==> src/rtl/adder_acc_sat.sv <==
// Handshaked signed accumulator: sums NUM operands into one WIDTH-bit result,
// saturating (SAT=1) or wrapping (SAT=0), with an exact-overflow flag.
module adder_acc_sat #(
  parameter int WIDTH = 32,
  parameter int NUM   = 4,
  parameter int SAT   = 1
) (
  input  logic             clk,
  input  logic             rst,
  input  logic             i_clr,
  input  logic             i_valid,
  output logic             o_ready,
  input  logic [WIDTH-1:0] i_data,
  output logic             o_valid,
  input  logic             i_ready,
  output logic [WIDTH-1:0] o_data,
  output logic             o_ovf,
  output logic [1:0]       dbg_state
);

  // Operand side: a transfer happens on a rising edge where i_valid & o_ready.
  // Result side: o_valid holds with stable o_data/o_ovf until i_ready is seen.
  localparam int AW = WIDTH + $clog2(NUM) + 1;
  localparam int CW = (NUM == 2) ? 1 : $clog2(NUM);
  localparam logic [CW-1:0] LAST_CNT = CW'(NUM - 1);

  typedef enum logic [1:0] {
    IDLE = 2'd0,
    ACC  = 2'd1,
    DONE = 2'd2
  } state_t;

  state_t                 state;
  logic signed [AW-1:0]   acc;
  logic        [CW-1:0]   cnt;

  logic                   accept;
  logic                   last;
  logic signed [AW-1:0]   data_ext;
  logic signed [AW-1:0]   sum;
  logic signed [AW-1:0]   max_ext;
  logic signed [AW-1:0]   min_ext;
  logic                   ovf_next;
  logic        [WIDTH-1:0] res_next;

  assign o_ready   = (state != DONE);
  assign dbg_state = state;
  assign accept    = i_valid & o_ready;
  assign last      = (state == ACC) && (cnt == LAST_CNT);

  // The wide accumulator holds the exact sum, so range checks are plain compares.
  always_comb begin
    data_ext = {{(AW-WIDTH){i_data[WIDTH-1]}}, i_data};
    sum      = acc + data_ext;
    max_ext  = {{(AW-WIDTH+1){1'b0}}, {(WIDTH-1){1'b1}}};
    min_ext  = {{(AW-WIDTH+1){1'b1}}, {(WIDTH-1){1'b0}}};
    ovf_next = (sum > max_ext) || (sum < min_ext);
    res_next = sum[WIDTH-1:0];
    if (SAT != 0) begin
      if (sum > max_ext)      res_next = max_ext[WIDTH-1:0];
      else if (sum < min_ext) res_next = min_ext[WIDTH-1:0];
    end
  end

  always_ff @(posedge clk or posedge rst) begin
    if (rst) begin
      state   <= IDLE;
      acc     <= '0;
      cnt     <= '0;
      o_valid <= 1'b0;
      o_data  <= '0;
      o_ovf   <= 1'b0;
    end else if (i_clr) begin
      state   <= IDLE;
      acc     <= '0;
      cnt     <= '0;
      o_valid <= 1'b0;
      o_data  <= '0;
      o_ovf   <= 1'b0;
    end else begin
      case (state)
        IDLE: begin
          if (accept) begin
            acc   <= data_ext;
            cnt   <= CW'(1);
            state <= ACC;
          end
        end
        ACC: begin
          if (accept) begin
            acc <= sum;
            cnt <= cnt + CW'(1);
            if (last) begin
              o_data  <= res_next;
              o_ovf   <= ovf_next;
              o_valid <= 1'b1;
              state   <= DONE;
            end
          end
        end
        DONE: begin
          if (i_ready) begin
            o_valid <= 1'b0;
            acc     <= '0;
            cnt     <= '0;
            state   <= IDLE;
          end
        end
        default: begin
          state   <= IDLE;
          acc     <= '0;
          cnt     <= '0;
          o_valid <= 1'b0;
        end
      endcase
    end
  end

endmodule

==> config.mk <==
export PLATFORM = sky130hd
export DESIGN_NAME = adder_acc_sat
export DESIGN_NICKNAME = d
export VERILOG_FILES = /design/src/rtl/adder_acc_sat.sv
export SDC_FILE = /design/constraint.sdc
export NUM_CORES = 1
export LEC_CHECK = 0
export ABC_AREA = 0
export CAP_MARGIN = 20
export CORE_UTILIZATION = 40
export CTS_CLUSTER_DIAMETER = 120
export DETAILED_ROUTE_END_ITERATION = 10
export PLACE_DENSITY = 0.7
export SETUP_SLACK_MARGIN = 0.1
export SLEW_MARGIN = 20
export SYNTH_ARGS = -nofsm -noshare
export SYNTH_HDL_FRONTEND = slang
export SYNTH_SLANG_ARGS = --single-unit
==> constraint.sdc <==
create_clock -name clk -period 2.8 [get_ports clk]
set_input_delay 0.56 -clock clk [delete_from_list [all_inputs] [get_ports clk]]
set_output_delay 0.56 -clock clk [all_outputs]
set_load 0.01 [all_outputs]
==> metrics.csv <==
metric,value,unit
status,finished with violations,
violated checks,setup timing,
CTS max path bufs,2,
cell taking the most area after synthesis,dfrtp_1,
vias in the first global route,5129,
P&R area growth vs syn,59.30,%
"Distinct cells, synth",56,
syn nets,608,
Hold WS,0.4775,ns
first-pass GRT wire length,25500,um
flop2flop setup slack,-0.43,ns
"most common cell after layout, fill and taps aside",buf_4,
depth of the worst register-to-register path,14,
Max Clk Rate,310.0,MHz
largest net degree at the start of global routing,36,
dpl hpwl,11150,um
setup violators final,33,
Finished Cell Area,0.007976,mm^2
slew margin rel.,0.5897,
drt wl/cell,18.44,um
total gr overflow,0,
Final WS setup,-0.4258,ns
DP Area,0.006830,mm^2
TNS Setup,-12.55,ns
switching share of power,0.3372,
Synth Area per Inst,9.359,um^2
Hold Buf Count CTS,0,
GRT Resource Usage Total,0.2513,
pre-CTS setup slack,-1.067,ns
Vias/cell,5.727,
Remaining DRCs,0,
io pins,74,
final core occ,0.6586,
pwr dens,450.7,mW/mm^2
TritonCTS clock tree,built,
synthesized flop and latch total,73,
sequential share of power,0.323,
initial antenna violation count,0,
via count,5183,
cell area after synthesis,0.005007,mm^2
min-delay worst type,flip-flop to flip-flop,
Mapped Cells,535,
Rows,40,
slew of the pin with the lowest slew margin,0.6146,ns
critical path required time,3.08,ns
fin crit share,1.152,
CP max FO,5,
post-route insts no fill,905,
Static Leak,3.524,nW
Routed Antenna Nets,0,
Post-synth EDFFs,0,
clock group share of total power,0.298,
Die Ht,113.9,um
antenna fix cells,0,
crit path launch type,flip-flop,
"Clk Latency, worst-skew pair",0.34,ns
combinational cell fraction of total power,0.380,
Root Buffer Master,clkbuf_16,
most frequent cells in the layout,"125 x buf_4, 72 x dfrtp_1, 63 x nand2_1",
CP Class,flip-flop to flip-flop,
layout cells sized above 1,0.3636,
Die ar.,0.01297,mm^2
Slew Limit Fails,0,
RD Place Congestion,0.9718,
CTS clock-pin slew for the worst setup and hold paths,0.06,ns
clk_skew,0.007001,ns
Port-buffer cells,73,
"Hold Violations, Final",0,
crit-path cells,ha_4 > a211oi_4 > nor4_4 > nor2_4 > buf_6 > a21oi_4 > a31o_4 > a211oi_2 > xor2_1 > or4b_4 > o21ai_4 > buf_12 > clkbuf_16 > a221o_1,
post-route minimum period,3.226,ns
synth top area cells,"dfrtp_1 36%, ha_1 8.7%, a221o_1 6.6%",
Worst setup EP type,flip-flop,
CTS Sinks,73,
Hold Crit Depth,1,
Async SR Flop Fraction,1.000,
Initial Utilization,0.4134,
slowest cell on the critical path,or4b_4,
peak supply drop,0.2403,mV
max cap viols,0,
"Seq/Total Area, Yosys",0.3648,
core box area,0.01211,mm^2
TritonCTS Buffers,9,
WP data arrival,3.51,ns
dpl cells,863,
DR iter-0 viols,270,
max incr delay on CP,0.52,ns
routed wire length,16690,um
final net count,805,
Die X,113.9,um
Synth top area share,0.3648,
ys flop type,dfrtp_1,
yosys warns,0,
P_sw,1.212,mW
total power,3.595,mW
RSZ-0062 raised after global routing,true,
P_int,2.383,mW
drt pass-1 iters,5,
# H-tree levels,3,
## synthesized netlist by cell type (all sizes together) (3+ instances only)
| master | instances |
|---|---|
| nor2b | 3 |
| and3 | 3 |
| o211ai | 3 |
| a211oi | 6 |
| buf | 15 |
| a21oi | 40 |
| nand4 | 9 |
| nand2 | 64 |
| o31ai | 4 |
| a31oi | 6 |
| nor2 | 30 |
| ha | 35 |
| a221o | 33 |
| mux2i | 29 |
| dfrtp | 73 |
| xnor2 | 21 |
| o21bai | 4 |
| o21ai | 62 |
| xor2 | 12 |
| inv | 16 |
| a221oi | 3 |
| and2 | 4 |
| nand3 | 7 |
| a21o | 10 |
| nand2b | 5 |
| nor3 | 5 |
| a22o | 4 |
| clkbuf | 12 |
## cells by family (layout without fill, tap and decap cells)
group	count (synthesis)	in the layout	share of synthesized area
AO/OA/AOI/OAI	185	185	0.2621
XOR/XNOR	33	33	0.05772
adder cells (fa/ha/maj)	36	36	0.09145
buffers and inverters	43	245	0.03898
flip-flops	73	73	0.3648
multiplexers	29	29	0.05797
AND/OR/NAND/NOR	136	136	0.1269
## power groups by stage
stage / sequential, mW / combinational [mW] / clock (mW)
finish: 1.16 / 1.36 / 1.07
global route: 1.17 / 1.46 / 1.13
CTS: 1.16 / 1.23 / 1.08
detailed placement: 1.16 / 1.11 / 0
global placement: 1.16 / 1.08 / 0
floorplan: 1.15 / 0.637 / 0
## what timing repair did
action / 4_1_cts / 5_1_grt
gates cloned: 2 / 3
setup buffers: 16 / 14
pin swaps: 46 / 56
endpoints found under the setup margin: 53 / 47
gates resized for setup: 103 / 57
## registers in the layout (all words and copies together) (netlist names)
register	cells
acc	35
o_data	32
cnt	2
dbg_state	2
o_ovf	1
o_valid	1
## routing by layer
layer | global-route usage | wire length (um)
met2 | 0.4346 | 8271
met3 | 0.03188 | 877
met4 | 0.09697 | 297
met1 | 0.3202 | 7240
met5 | 0 | 0
## final cells by class
| type | count | area (um^2) |
|---|---|---|
| Clock buffer | 10 | 229.0 |
| Clock inverter | 6 | 45.04 |
| Fill cell | 888 | 4135 |
| Inverter | 16 | 60.06 |
| Multi-Input combinational cell | 419 | 3717 |
| Sequential cell | 73 | 1828 |
| Tap cell | 168 | 210.2 |
| Timing Repair Buffer | 213 | 1887 |
## critical path: cells and delay by family, from the launching register on
kind                       cells  cell delay, ns
buffers and inverters          3            0.43
DFF                            1            0.41
and+or+nand+nor                3            0.78
adders and majority gates      1            0.24
AOI/OAI and AO/OA              6            1.18
xor gates and xnor gates       1            0.12
## final timing paths
| kind | startpoint | to |
|---|---|---|
| setup / recovery | acc[1]$_DFFE_PP0P_ | o_data[0]$_DFFE_PP0P_ |
| hold / removal | o_data[31]$_DFFE_PP0P_ | o_data[31]$_DFFE_PP0P_ |
| setup reg to reg | acc[1]$_DFFE_PP0P_ | o_data[0]$_DFFE_PP0P_ |
| hold reg to reg | o_data[31]$_DFFE_PP0P_ | o_data[31]$_DFFE_PP0P_ |
| max in group asynchronous | rst | acc[32]$_DFFE_PP0P_ |
| min in group asynchronous | rst | dbg_state[1]$_DFFE_PP0P_ |
No activity file was read; power rests on OpenSTA's default activity.
